[config.mk]
export PLATFORM = sky130hd
export DESIGN_NAME = mips_mc_control
export DESIGN_NICKNAME = d
export VERILOG_FILES = /design/src/rtl/mips_mc_control.sv
export SDC_FILE = /design/constraint.sdc
export NUM_CORES = 1
export LEC_CHECK = 0
export ABC_CLOCK_PERIOD_IN_PS = 3860
export CORE_MARGIN = 2
export CORE_UTILIZATION = 35
export DETAILED_ROUTE_END_ITERATION = 8
export HOLD_SLACK_MARGIN = 0.02
export PLACE_DENSITY = 0.67
export SLEW_MARGIN = 15
export SYNTH_ARGS = -nofsm -noshare
export SYNTH_HDL_FRONTEND = slang
export SYNTH_SLANG_ARGS = --single-unit
[constraint.sdc]
create_clock -name clk -period 3.86 [get_ports clk]
set_input_delay 0.386 -clock clk [delete_from_list [all_inputs] [get_ports clk]]
set_output_delay 0.386 -clock clk [all_outputs]
set_load 0.02 [all_outputs]
[src/rtl/mips_mc_control.sv]
// Multicycle MIPS control FSM: fetch/decode/exec/mem/wb sequencing,
// memory handshake with timeout, and a retired-instruction counter.
module mips_mc_control #(
   parameter int MEM_TIMEOUT = 15,
   parameter int CNT_W       = 32
) (
   input  logic             clk,
   input  logic             rst_n,
   input  logic [5:0]       opcode,
   input  logic [5:0]       funct,
   input  logic             zero,
   input  logic             mem_ready,
   input  logic             halt,
   output logic             mem_read,
   output logic             mem_write,
   output logic             ir_write,
   output logic             pc_write,
   output logic [1:0]       pc_src,
   output logic             reg_write,
   output logic [1:0]       reg_dst,
   output logic [1:0]       wb_sel,
   output logic [1:0]       alu_src_b,
   output logic [2:0]       alu_op,
   output logic             instr_done,
   output logic             illegal,
   output logic             bus_err,
   output logic [CNT_W-1:0] retired_cnt
);

   typedef enum logic [2:0] {
      S_FETCH  = 3'd0,
      S_DECODE = 3'd1,
      S_EXEC   = 3'd2,
      S_MEM    = 3'd3,
      S_WB     = 3'd4
   } state_t;

   // C_NONE covers j/jal/illegal: they never leave DECODE.
   typedef enum logic [2:0] {
      C_NONE = 3'd0,
      C_R    = 3'd1,
      C_ADDI = 3'd2,
      C_ORI  = 3'd3,
      C_LW   = 3'd4,
      C_SW   = 3'd5,
      C_BEQ  = 3'd6
   } cls_t;

   localparam logic [7:0] WAIT_LAST = 8'(MEM_TIMEOUT - 1);

   state_t           state_q, state_d;
   cls_t             cls_q, cls_d;
   logic [2:0]       aop_q, aop_d;
   logic [7:0]       wait_q, wait_d;
   logic [CNT_W-1:0] cnt_q;

   cls_t       dec_cls;
   logic [2:0] dec_aop;
   logic       dec_j;
   logic       dec_jal;
   logic       dec_ill;
   logic [1:0] cls_srcb;
   logic       timeout;

   // Timeout fires on the last allowed waiting cycle; mem_ready wins.
   assign timeout = (wait_q == WAIT_LAST) && !mem_ready;

   assign retired_cnt = cnt_q;

   // Classify the parser fields and pick the ALU op used in EXEC/WB.
   always_comb begin
      dec_cls = C_NONE;
      dec_aop = 3'd0;
      dec_j   = 1'b0;
      dec_jal = 1'b0;
      dec_ill = 1'b0;
      case (opcode)
         6'h00: begin
            dec_cls = C_R;
            case (funct)
               6'h20:   dec_aop = 3'd0;
               6'h22:   dec_aop = 3'd1;
               6'h24:   dec_aop = 3'd2;
               6'h25:   dec_aop = 3'd3;
               6'h2A:   dec_aop = 3'd4;
               default: begin
                  dec_cls = C_NONE;
                  dec_ill = 1'b1;
               end
            endcase
         end
         6'h08: dec_cls = C_ADDI;
         6'h0D: begin
            dec_cls = C_ORI;
            dec_aop = 3'd3;
         end
         6'h23: dec_cls = C_LW;
         6'h2B: dec_cls = C_SW;
         6'h04: begin
            dec_cls = C_BEQ;
            dec_aop = 3'd1;
         end
         6'h02: dec_j = 1'b1;
         6'h03: begin
            dec_j   = 1'b1;
            dec_jal = 1'b1;
         end
         default: dec_ill = 1'b1;
      endcase
   end

   // ALU B source implied by the latched class.
   always_comb begin
      cls_srcb = 2'd0;
      case (cls_q)
         C_ADDI, C_LW, C_SW: cls_srcb = 2'd1;
         C_ORI:              cls_srcb = 2'd2;
         default:            cls_srcb = 2'd0;
      endcase
   end

   // Next-state, class latch and memory wait counter.
   always_comb begin
      state_d = state_q;
      cls_d   = cls_q;
      aop_d   = aop_q;
      wait_d  = wait_q;
      unique case (state_q)
         S_FETCH: begin
            if (halt) begin
               wait_d = 8'd0;
            end else if (mem_ready) begin
               state_d = S_DECODE;
               wait_d  = 8'd0;
            end else if (timeout) begin
               wait_d = 8'd0;
            end else begin
               wait_d = wait_q + 8'd1;
            end
         end
         S_DECODE: begin
            cls_d   = dec_cls;
            aop_d   = dec_aop;
            wait_d  = 8'd0;
            state_d = (dec_cls == C_NONE) ? S_FETCH : S_EXEC;
         end
         S_EXEC: begin
            case (cls_q)
               C_LW, C_SW: begin
                  state_d = S_MEM;
                  wait_d  = 8'd0;
               end
               C_BEQ, C_NONE: state_d = S_FETCH;
               default:       state_d = S_WB;
            endcase
         end
         S_MEM: begin
            if (mem_ready) begin
               state_d = (cls_q == C_LW) ? S_WB : S_FETCH;
               wait_d  = 8'd0;
            end else if (timeout) begin
               state_d = S_FETCH;
               wait_d  = 8'd0;
            end else begin
               wait_d = wait_q + 8'd1;
            end
         end
         S_WB: begin
            state_d = S_FETCH;
            wait_d  = 8'd0;
         end
         default: begin
            state_d = S_FETCH;
            wait_d  = 8'd0;
         end
      endcase
   end

   // Control outputs, all held low while reset is asserted.
   always_comb begin
      mem_read   = 1'b0;
      mem_write  = 1'b0;
      ir_write   = 1'b0;
      pc_write   = 1'b0;
      pc_src     = 2'd0;
      reg_write  = 1'b0;
      reg_dst    = 2'd0;
      wb_sel     = 2'd0;
      alu_src_b  = 2'd0;
      alu_op     = 3'd0;
      instr_done = 1'b0;
      illegal    = 1'b0;
      bus_err    = 1'b0;
      if (rst_n) begin
         unique case (state_q)
            S_FETCH: begin
               if (!halt) begin
                  mem_read = 1'b1;
                  if (mem_ready) begin
                     ir_write = 1'b1;
                     pc_write = 1'b1;
                  end else if (timeout) begin
                     bus_err = 1'b1;
                  end
               end
            end
            S_DECODE: begin
               if (dec_j) begin
                  pc_write   = 1'b1;
                  pc_src     = 2'd2;
                  instr_done = 1'b1;
               end
               if (dec_jal) begin
                  reg_write = 1'b1;
                  reg_dst   = 2'd2;
                  wb_sel    = 2'd2;
               end
               illegal = dec_ill;
            end
            S_EXEC: begin
               alu_src_b = cls_srcb;
               alu_op    = aop_q;
               if (cls_q == C_BEQ) begin
                  pc_src     = 2'd1;
                  pc_write   = zero;
                  instr_done = 1'b1;
               end
            end
            S_MEM: begin
               mem_read  = (cls_q == C_LW);
               mem_write = (cls_q == C_SW);
               if (mem_ready) begin
                  instr_done = (cls_q == C_SW);
               end else if (timeout) begin
                  bus_err = 1'b1;
               end
            end
            S_WB: begin
               reg_write  = 1'b1;
               instr_done = 1'b1;
               reg_dst    = (cls_q == C_R) ? 2'd1 : 2'd0;
               wb_sel     = (cls_q == C_LW) ? 2'd1 : 2'd0;
               alu_src_b  = cls_srcb;
               alu_op     = aop_q;
            end
            default: begin
               mem_read = 1'b0;
            end
         endcase
      end
   end

   // State registers and retired-instruction counter.
   always_ff @(posedge clk or negedge rst_n) begin
      if (!rst_n) begin
         state_q <= S_FETCH;
         cls_q   <= C_NONE;
         aop_q   <= 3'd0;
         wait_q  <= 8'd0;
         cnt_q   <= '0;
      end else begin
         state_q <= state_d;
         cls_q   <= cls_d;
         aop_q   <= aop_d;
         wait_q  <= wait_d;
         if (instr_done) begin
            cnt_q <= cnt_q + 1'b1;
         end
      end
   end

endmodule
After elaboration in Yosys (flattened, before gate mapping)
Index checks and enable logic that the tools add are counted.
{"block": "totals", "register_bits": 49, "elab_cells": 112, "output_inout_bits": 51, "in_bits": 17}
{"block": "classes", "n_eq_ne": 27, "addsub": 2, "reduce_logical": 14, "muxes": 64}
{"operator": "$eq 6x6->1 const B", "count": 7}
{"operator": "$add 32x1->32 const B", "count": 1}
{"operator": "$mux 8", "count": 4}
{"operator": "$mux 1", "count": 29}
{"operator": "$pmux 3 s4", "count": 2}
{"operator": "$pmux 8 s3", "count": 1}
{"operator": "$mux 3", "count": 7}
{"operator": "$pmux 3 s6", "count": 1}
{"operator": "$mux 2", "count": 8}
{"operator": "$pmux 2 s2", "count": 4}
{"operator": "$eq 3x2->1 const B", "count": 4}
{"operator": "$eq 3x3->1 const B", "count": 4}
{"operator": "$eq 6x2->1 const B", "count": 2}
{"operator": "$eq 6x4->1 const B", "count": 2}
{"operator": "$logic_not 3->1", "count": 3}
{"operator": "$pmux 3 s3", "count": 1}
{"operator": "$add 8x1->8 const B", "count": 1}
{"operator": "$eq 8x4->1 const B", "count": 1}
{"operator": "$pmux 1 s2", "count": 4}
{"operator": "$reduce_or 2->1", "count": 4}
{"operator": "$reduce_or 7->1", "count": 1}
{"operator": "$eq 3x1->1 const B", "count": 2}
{"operator": "$eq 6x3->1 const B", "count": 1}
{"operator": "$logic_not 6->1", "count": 1}
{"operator": "11 further kinds", "count": 12}

Logic depth before layout (Yosys ltp)
Gate-level depths: netlist of the first run.
{"block": "depth", "word_depth": 7, "depth_mapped": 8, "depth_no_buf": 7}

Least setup slack after synthesis of the first run
Ideal clock, no wire load.
{"block": "synth_path", "path_type": "input -> output", "start": "in opcode[2]", "end": "out illegal", "arrival_time_ps": 1821, "cell_stages": 5, "required_ps": 3474, "setup_slack_ps": 1653, "n_path_buf": 1, "path_cell_list": "clkbuf_1 and3b_1 a31oi_1 o21ai_0 nor4_1"}
{"block": "synth_between", "elab_chain_cells": 5, "elab_cells_between_ends": 12, "cone_classes": "7 x eq/ne; 3 x mux; 2 x reduce/logical"}
{"element": "start: declaration", "line_no": "9", "source": "input logic [5:0] opcode,"}
{"element": "$eq 6x2->1, or another cell as far along", "line_no": "77", "source": "case (opcode)"}
{"element": "$reduce_or 7->1 (no source line)"}
{"element": "$pmux 1 s2 *", "line_no": "77"}
{"element": "$mux 1 *", "line_no": "195", "source": "unique case (state_q)"}
{"element": "$mux 1 *", "line_no": "194", "source": "if (rst_n) begin"}
{"element": "end: declaration", "line_no": "25", "source": "output logic illegal,"}
Every way passes the cells marked *; elsewhere a longest branch is shown, timed or not.

Worst setup path after layout of the first run
{"block": "layout_path", "start": "in rst_n", "end": "out alu_src_b[1]"}
{"block": "layout_between", "elab_chain_cells": 1}
{"element": "start: declaration", "line_no": "8", "source": "input logic rst_n,"}
{"element": "$mux 2", "line_no": "194"}
{"element": "end: declaration", "line_no": "22", "source": "output logic [1:0] alu_src_b,"}
Every way passes these cells.

==> metrics.cfg, run 1 <==
[sta]
rsz0062_at_grt=false
maxSlewHeadroom=0.508
tightest_slew_ns=0.736
slew_viol_final=0
finClkSkew_ns=0.0112
worst_slack_ns=0.566
period_needed_ns=3.29
max_freq_ghz=0.304
setup_viol=0
totalNegativeSetupSlack_ns=0
period_share=0.853
hold_viol_final=0

[yosys]
ys_warn_count=0
synthArstFlopShare=1.00
ys_seq_elements=49
synth_edf_count=0
syn_inst=326
synth_area_per_cell_um2=9.09
synth_ff_type=dfrtp_1
ys_types=52
synth_seq_area_share=0.414
synthesis.nets=346
syn-cell-area_um2=2960

[global_route]
grt_pass1_wl_um=11700
grt_use_total=0.159
antenna_found_initial=0
grt_pass1_vias=2497
overflow=0
grt_max_degree=35

[floorplanning]
rows=33
die_w_um=96.0
core-area_um2=8220
start_util=0.361
die_h_um=96.0
die-area_um2=9220
io_pins=68

[placed_design]
io_buffers=67
gp_congestion=0.853
hpwlAfterDp_um=5110
place_ws_ns=0.849
placed_cell_area_um2=3680

[layout]
drive_gt1_frac=0.0617
diodes=0
final_common_cell=clkdlybuf4s50_1
mostFrequentLayoutCells=clkdlybuf4s50_1 (66), dfrtp_1 (49), nand2_1 (34), xor2_1 (24), nor3_1 (22)
fill_cells=790
layout.nets=408
fin_area_um2=3780
area_growth_pct=27.6

[route]
ant_nets=0
routedWlPerCell_um=14.3
route.detailed.drc=0
drt_iter0_drc=115
drt-total-wl_um=7050
drtPass1Iterations=4
vias=2611
viasPerCell=5.29

[worst_hold_path]
worstHoldStart=retired_cnt[31]$_DFFE_PN0P_
hp-class=flop to flop
worstHoldPathCells=1
min_to=retired_cnt[31]$_DFFE_PN0P_

[critical_path]
cpMaxStageDelayCell=clkdlybuf4s50_1
critPathArrivalTime_ns=2.91
r2r_cells=5
start_kind=input port
crit_fanout=15
crit_chain=dlygate4sd3_1, buf_2, buf_4, nor3b_1, and4_1, clkdlybuf4s50_1
r2r-end=retired_cnt[9]$_DFFE_PN0P_
reg2reg_from=state_q[0]$_DFFE_PN0P_
crit_required_ns=3.47
critPathCaptureType=primary output
r2r_slack_ns=1.27
max_stage_delay_ns=0.61
critPathKind=input port to primary output

[pwr]
max-vdd-ir-drop_uv=179
power.density_nw_per_um2=253
p_leak_nw=1.61
p_total_w=0.000955

[clock_network]
clk_path_buf_depth=2
clock_latency_ns=0.30
cts_buffers=5
cts_sinks=49
cts_resized=0
cts_root_buf=clkbuf_8
clk_pin_slew_ns=0.10
cts_max_level=2
cts_tree=built
post_cts_buffers=0

[run]
cap_violations=0

[outcome]
status=finished, final reports clean

[repair_timing]
action / in CTS / in global routing
setup endpoints to repair: 0 / 0
hold buffers: 1 / 0
hold endpoints to repair: 4 / 0
[cell usage after synthesis, types with 6 or more instances]
cell,number,area share
dfrtp_1,49,0.41
nand2_1,34,0.043
xor2_1,24,0.071
nor3_1,22,0.037
nor2_1,21,0.027
nand3_1,14,0.024
o21ai_0,14,0.024
xnor2_1,12,0.035
nand2b_1,11,0.023
a21oi_1,10,0.017
nor4_1,10,0.021
and3_1,9,0.019
inv_1,9,0.011
and2_1,6,0.013
nand4_1,6,0.013
[critical path, delay by kind of cell]
kind / cells / cell delay (ns)
buf+inv: 4 / 1.75
simple gates: 2 / 0.76
[cells by family after synthesis]
family          after synthesis  synth area share
mux                           2           0.00718
flops                        49             0.414
fa+ha+maj                     3            0.0127
xor+xnor                     36             0.106
buf+inv                      24            0.0426
compound gates               46             0.100
simple gates                166             0.317
[state kept, by name, indices dropped and copies added (netlist names)]
name / flops
retired_cnt: 32
cls_q: 3
state_q: 3
aop_q: 3
wait_q: 8
[per-stage QoR]
step / hold slack (ns) / util / cells
global route: 0.504 / 0.460 / 494
CTS: 0.484 / 0.460 / 494
floorplan: 0.0904 / - / 326
detailed placement: 0.272 / 0.448 / 485
finish: 0.481 / 0.460 / 494
global placement: 0.275 / 0.448 / 485
[area by class of cell]
type	instances	area, µm²	share of cell area
Tap cell	105	131	0.0347
Timing Repair Buffer	70	691	0.183
Sequential cell	49	1230	0.324
Clock inverter	3	21.3	0.00562
Multi-Input combinational cell	253	1610	0.426
Inverter	9	33.8	0.00893
Clock buffer	5	68.8	0.0182
[worst max path at each step]
stage | start | slack [ns] | end
floorplan | opcode[2] | 1.65 | illegal
global placement | opcode[3] | 0.92 | instr_done
detailed placement | opcode[3] | 0.85 | instr_done
CTS | rst_n | 0.57 | instr_done
global route | state_q[0]$_DFFE_PN0P_ | 0.36 | instr_done
finish | rst_n | 0.57 | alu_src_b[1]
[power by group]
part	switching (W)	internal (W)
combinational	0.0000616	0.0000499
clock	0.000176	0.000129
sequential	0.0000177	0.000521
[layer usage]
layer  wire (µm)  vias up  GRT usage
met3         270        9     0.0290
met4          82        0     0.0357
met2        3400       60      0.260
met1        3300     1255      0.219
li1            -     1287          -
met5           0        -          0
Note: power is estimated with default switching activity, not from simulation.
==> run 2, diff against run 1 <==
ABC_CLOCK_PERIOD_IN_PS = 3300   (was 3860)
CTS_CLUSTER_DIAMETER = 100   (was unset)
REMOVE_ABC_BUFFERS = 1   (was unset)
clock period = 3.3 ns   (was 3.86 ns; I/O delays follow)
==> run 2 against run 1 <==
- flip-flop and latch count stayed put
- wire length fell by 4.5%
- clock power is 17% higher
- hold slack worse by 0.025 ns
- global-route usage is 0.85 points lower
- final area increased by 0.23%
- sequential power grew 17%
- critical path depth fell by 2
- utilization grew 0.11 points
- final cell count up 0.20%
- clock skew is 0.0026 ns higher
- critical endpoint is now instr_done
- largest power group unchanged
==> metrics.cfg, run 2 (same netlist as run 1, synthesis figures left out) <==
[sta]
period_needed_ns=2.96
setup_viol=0
slew_viol_final=0
totalNegativeSetupSlack_ns=0
rsz0062_at_grt=false
max_freq_ghz=0.338
tightest_slew_ns=0.708
period_share=0.898
finClkSkew_ns=0.0138
maxSlewHeadroom=0.527
hold_viol_final=0
holdWs_ns=0.457

[layout]
mostFrequentLayoutCells=clkdlybuf4s50_1 (66), dfrtp_1 (49), nand2_1 (34), xor2_1 (24), nor3_1 (22)
final_common_cell=clkdlybuf4s50_1
area_growth_pct=27.9
largest_register_ff_count=32
final_cells=495
fin_area_um2=3790
diodes=0
layout.nets=409
drive_gt1_frac=0.0641

[clock_network]
cts_sinks=49
cts_tree=built
cts_max_level=2
clk_path_buf_depth=2
cts_resized=0
cts_buffers=5
clk_pin_slew_ns=0.09
clock_latency_ns=0.30
cts_root_buf=clkbuf_8

[critical_path]
crit_chain=nor3b_2, nand3b_1, a31oi_1, clkdlybuf4s50_1
critPathArrivalTime_ns=2.63
max_stage_delay_ns=0.71
cpMaxStageDelayCell=dfrtp_1
crit_required_ns=2.97
critPathCaptureType=primary output
start_kind=flop
crit_fanout=21
critPathKind=flop to primary output

[floorplanning]
rows=33
die_h_um=96.0
die_w_um=96.0
io_pins=68
core-area_um2=8220
die-area_um2=9220
start_util=0.361

[route]
viasPerCell=5.20
vias=2574
ant_nets=0
drt-total-wl_um=6740
drtPass1Iterations=4
drt_iter0_drc=150
route.detailed.drc=0
routedWlPerCell_um=13.6

[placed_design]
numPlacedInstances=486
hpwlAfterDp_um=5030
io_buffers=67
placed_cell_area_um2=3690
gp_congestion=0.856

[run]
cap_violations=0

[pwr]
max-vdd-ir-drop_uv=197
power.density_nw_per_um2=295
p_leak_nw=1.62

[global_route]
overflow=0
grt_pass1_wl_um=11100
antenna_found_initial=0
grt_max_degree=38
grt_pass1_vias=2440
grt_use_total=0.151

[outcome]
status=finished, final reports clean

[worst_hold_path]
hp-class=input port to asynchronous set/reset pin

run 2: cell types whose count changed in the layout (fill, tap and decap cells not counted), sizes merged:
| cell | previous run | this run |
|---|---|---|
| inv | 10 | 9 |
| clkinv | 1 | 3 |
| buf | 3 | 4 |
| clkinvlp | 1 | 0 |
run 2: worst paths after layout:
kind / startpoint / end / slack, ns / depth (start not counted)
setup / recovery: state_q[0]$_DFFE_PN0P_ / instr_done / 0.34 / 4
max in group asynchronous: rst_n / retired_cnt[29]$_DFFE_PN0P_ / 2.11 / 3
min in group clk: retired_cnt[31]$_DFFE_PN0P_ / retired_cnt[31]$_DFFE_PN0P_ / 0.47 / 1
hold reg to reg: retired_cnt[31]$_DFFE_PN0P_ / retired_cnt[31]$_DFFE_PN0P_ / 0.47 / 1
setup reg to reg: state_q[0]$_DFFE_PN0P_ / retired_cnt[27]$_DFFE_PN0P_ / 0.84 / 5
hold / removal: rst_n / cls_q[1]$_DFFE_PN0P_ / 0.46 / 2
run 2: area by class of cell:
cell class | instances | area [µm²]
Multi-Input combinational cell | 253 | 1610
Clock inverter | 3 | 22.5
Fill cell | 786 | 4420
Clock buffer | 5 | 68.8
Inverter | 9 | 33.8
Tap cell | 105 | 131
Sequential cell | 49 | 1230
Timing Repair Buffer | 71 | 698
run 2: power by group:
| part | total [W] | switching [W] | internal, W |
|---|---|---|---|
| sequential | 0.000629 | 0.0000196 | 0.000610 |
| combinational | 0.000130 | 0.0000712 | 0.0000584 |
| clock | 0.000358 | 0.000207 | 0.000151 |
| total | 0.00112 | 0.000298 | 0.000819 |
run 2: stage by stage:
step / setup slack (ns) / util / power [W]
2_1_floorplan: 1.09 / - / 0.000701
3_3_place_gp: 0.531 / 0.449 / 0.000769
3_5_place_dp: 0.424 / 0.449 / 0.000770
4_1_cts: 0.345 / 0.462 / 0.00113
5_1_grt: 0.126 / 0.462 / 0.00118
6_report: 0.338 / 0.462 / 0.00112
run 2: routing by layer:
layer | share of wire | track usage | up-vias
met5 | 0 | 0 | -
met4 | 0.0094 | 0.0393 | 0
met3 | 0.034 | 0.0290 | 4
met2 | 0.51 | 0.251 | 48
met1 | 0.45 | 0.200 | 1244
li1 | - | - | 1278
run 2: worst max-delay path: cells and delay by family (launching register included):
family	cells	cell delay, ns
flip-flops	1	0.71
buffers and inverters	1	0.67
AND/OR/NAND/NOR	2	0.62
AO/OA/AOI/OAI	1	0.34
run 2: repair_timing:
action / 4_1_cts / 5_1_grt
endpoints found under the hold margin: 3 / 0
buffers inserted: 0 / 0
hold buffers: 1 / 0
==> edit (config.mk and constraints of run 1) <==
The 5 states of `state_t` get a one-hot encoding in 5 bits.
--- a/src/rtl/mips_mc_control.sv
+++ b/src/rtl/mips_mc_control.sv
@@ -27,12 +27,12 @@
    output logic [CNT_W-1:0] retired_cnt
 );
 
-   typedef enum logic [2:0] {
-      S_FETCH  = 3'd0,
-      S_DECODE = 3'd1,
-      S_EXEC   = 3'd2,
-      S_MEM    = 3'd3,
-      S_WB     = 3'd4
+   typedef enum logic [4:0] {
+      S_FETCH  = 5'b00001,
+      S_DECODE = 5'b00010,
+      S_EXEC   = 5'b00100,
+      S_MEM    = 5'b01000,
+      S_WB     = 5'b10000
    } state_t;
 
    // C_NONE covers j/jal/illegal: they never leave DECODE.
Function: no difference found for any inputs over 10 cycles, from zero or initial values and one cycle with rst_n low; not proved beyond that.
==> edit against run 1 <==
Synthesized area increased by 9.5%. Largest cell class unchanged. Routed wire length up 8.3%. Die area up 9.1%. Synthesized cell count is 1.2% higher. Clock skew up 5.3 ps. Critical path type unchanged. Worst setup slack improved by 120 ps. Sequential cell count grew 2. Final area increased by 9.6%.
Power is not compared: it rests on default switching activity, and its combinational part moved more than twofold at a synthesized area within 25%.
==> edit: results (changes against run 1) <==
* Hold Path Class: primary input to async pin
* CP max stage delay at 550 ps (-60 ps)
* Dominant cells by area after synthesis: dfrtp_1 (39%), xor2_1 (7.3%), a2111oi_2 (6.5%)
* Post-DP HPWL at 5576 um (+9.2%)
* Placer congestion estimate at 0.8506 (-0.33%)
* Dpl cells at 497 (+2.5%)
* Layout Nets at 413 (+1.2%)
* GR Util All Layers at 0.1548 (-0.004381)
* Drt first-iter violations at 111 (-3.5%)
* Crit path DAT at 2790 ps (-120 ps)
* Post-Syn Nets at 350 (+1.2%)
* Synthesized flop and latch total at 51 (+4.1%)
* #MultiIn Comb at 249 (-1.6%)
* Vias per inst at 5.374 (+1.7%)
* Number of non-clock buffers at 72 (+2.9%)
* Crit path max fanout at 6 (-9)
* Initial Util at 0.3563 (-0.004424)
* XOR/XNOR Fraction of Synth Area at 0.09175 (-0.01462)
* Layout cells sized above 1 at 0.1117 (+0.04998)
* Largest net degree at the start of global routing at 58 (+66%)
* Detailed-route wire length per cell at 15.13 um (+5.9%)
* Non-clk buf share at 0.1696 (-0.01296)
* Fraction of area in registers at 0.3081 (-0.01599)
* Global-route wire length before repair at 12680 um (+8.2%)
* Skew final at 16.47 ps (+5.281 ps)
* Area share of fa/ha/maj cells after synthesis at 0.01157 (-0.001098)
* Logic inverters at 14 (+5)
* Multiplexer area fraction after synthesis at 0.01002 (+0.002847)
* Vias in the first global route at 2606 (+4.4%)
* Slew HR at 0.5238 (+0.01589)
* Count of cell types in the netlist at 59 (+13%)
* Commonest cells post-synth: dfrtp_1 (50), xor2_1 (27), nand2_1 (21)
* Status: finished clean
* Compound-Gate Fraction of Synth Area at 0.2128 (+0.1128)
## edit: cell count changes after synthesis, moves of 4 or more
cell	before	now
a2111oi_2	0	14
a211oi_1	1	13
inv_1	9	13
nand2_1	34	21
nand3_1	14	19
nor3_1	22	8
nor4_1	10	4
nor4_2	4	0
xnor2_1	12	7
## edit: stage by stage
stage	utilization	worst slack, ps	total power, W	hold slack, ps
floorplan	-	1508	0.0007926	90.41
global placement	0.4402	702.8	0.0008712	457.5
detailed placement	0.4402	691.0	0.0008775	462.8
CTS	0.4552	676.2	0.001325	263.2
global route	0.4552	482.8	0.001387	290.4
finish	0.4552	681.8	0.001311	238.1
## edit: final timing paths
path	slack, ps	endpoint	from	cells after the start
max reg2reg	1590	retired_cnt[27]	cls_q[2]	6
min	240	retired_cnt[27]	rst_n	2
min in group clk	480	aop_q[2]	aop_q[2]	2
min reg2reg	480	aop_q[2]	aop_q[2]	2
max	680	illegal	opcode[5]	7
max in group asynchronous	3150	state_q[1]	rst_n	2
## edit: report_power, final
group / internal [W] / switching [W]
Sequential: 0.000570 / 0.0000597
Clock: 0.000259 / 0.000184
Combinational: 0.000106 / 0.000133
## edit: layer usage
| layer | track usage | wire length (um) | up-vias | part of all wire |
|---|---|---|---|---|
| met4 | 0.03583 | 66 | 0 | 0.0086 |
| met1 | 0.2049 | 3528 | 1313 | 0.46 |
| met3 | 0.02577 | 231 | 5 | 0.030 |
| li1 | - | - | 1342 | - |
| met2 | 0.2654 | 3813 | 54 | 0.50 |
| met5 | 0 | 0 | - | 0 |
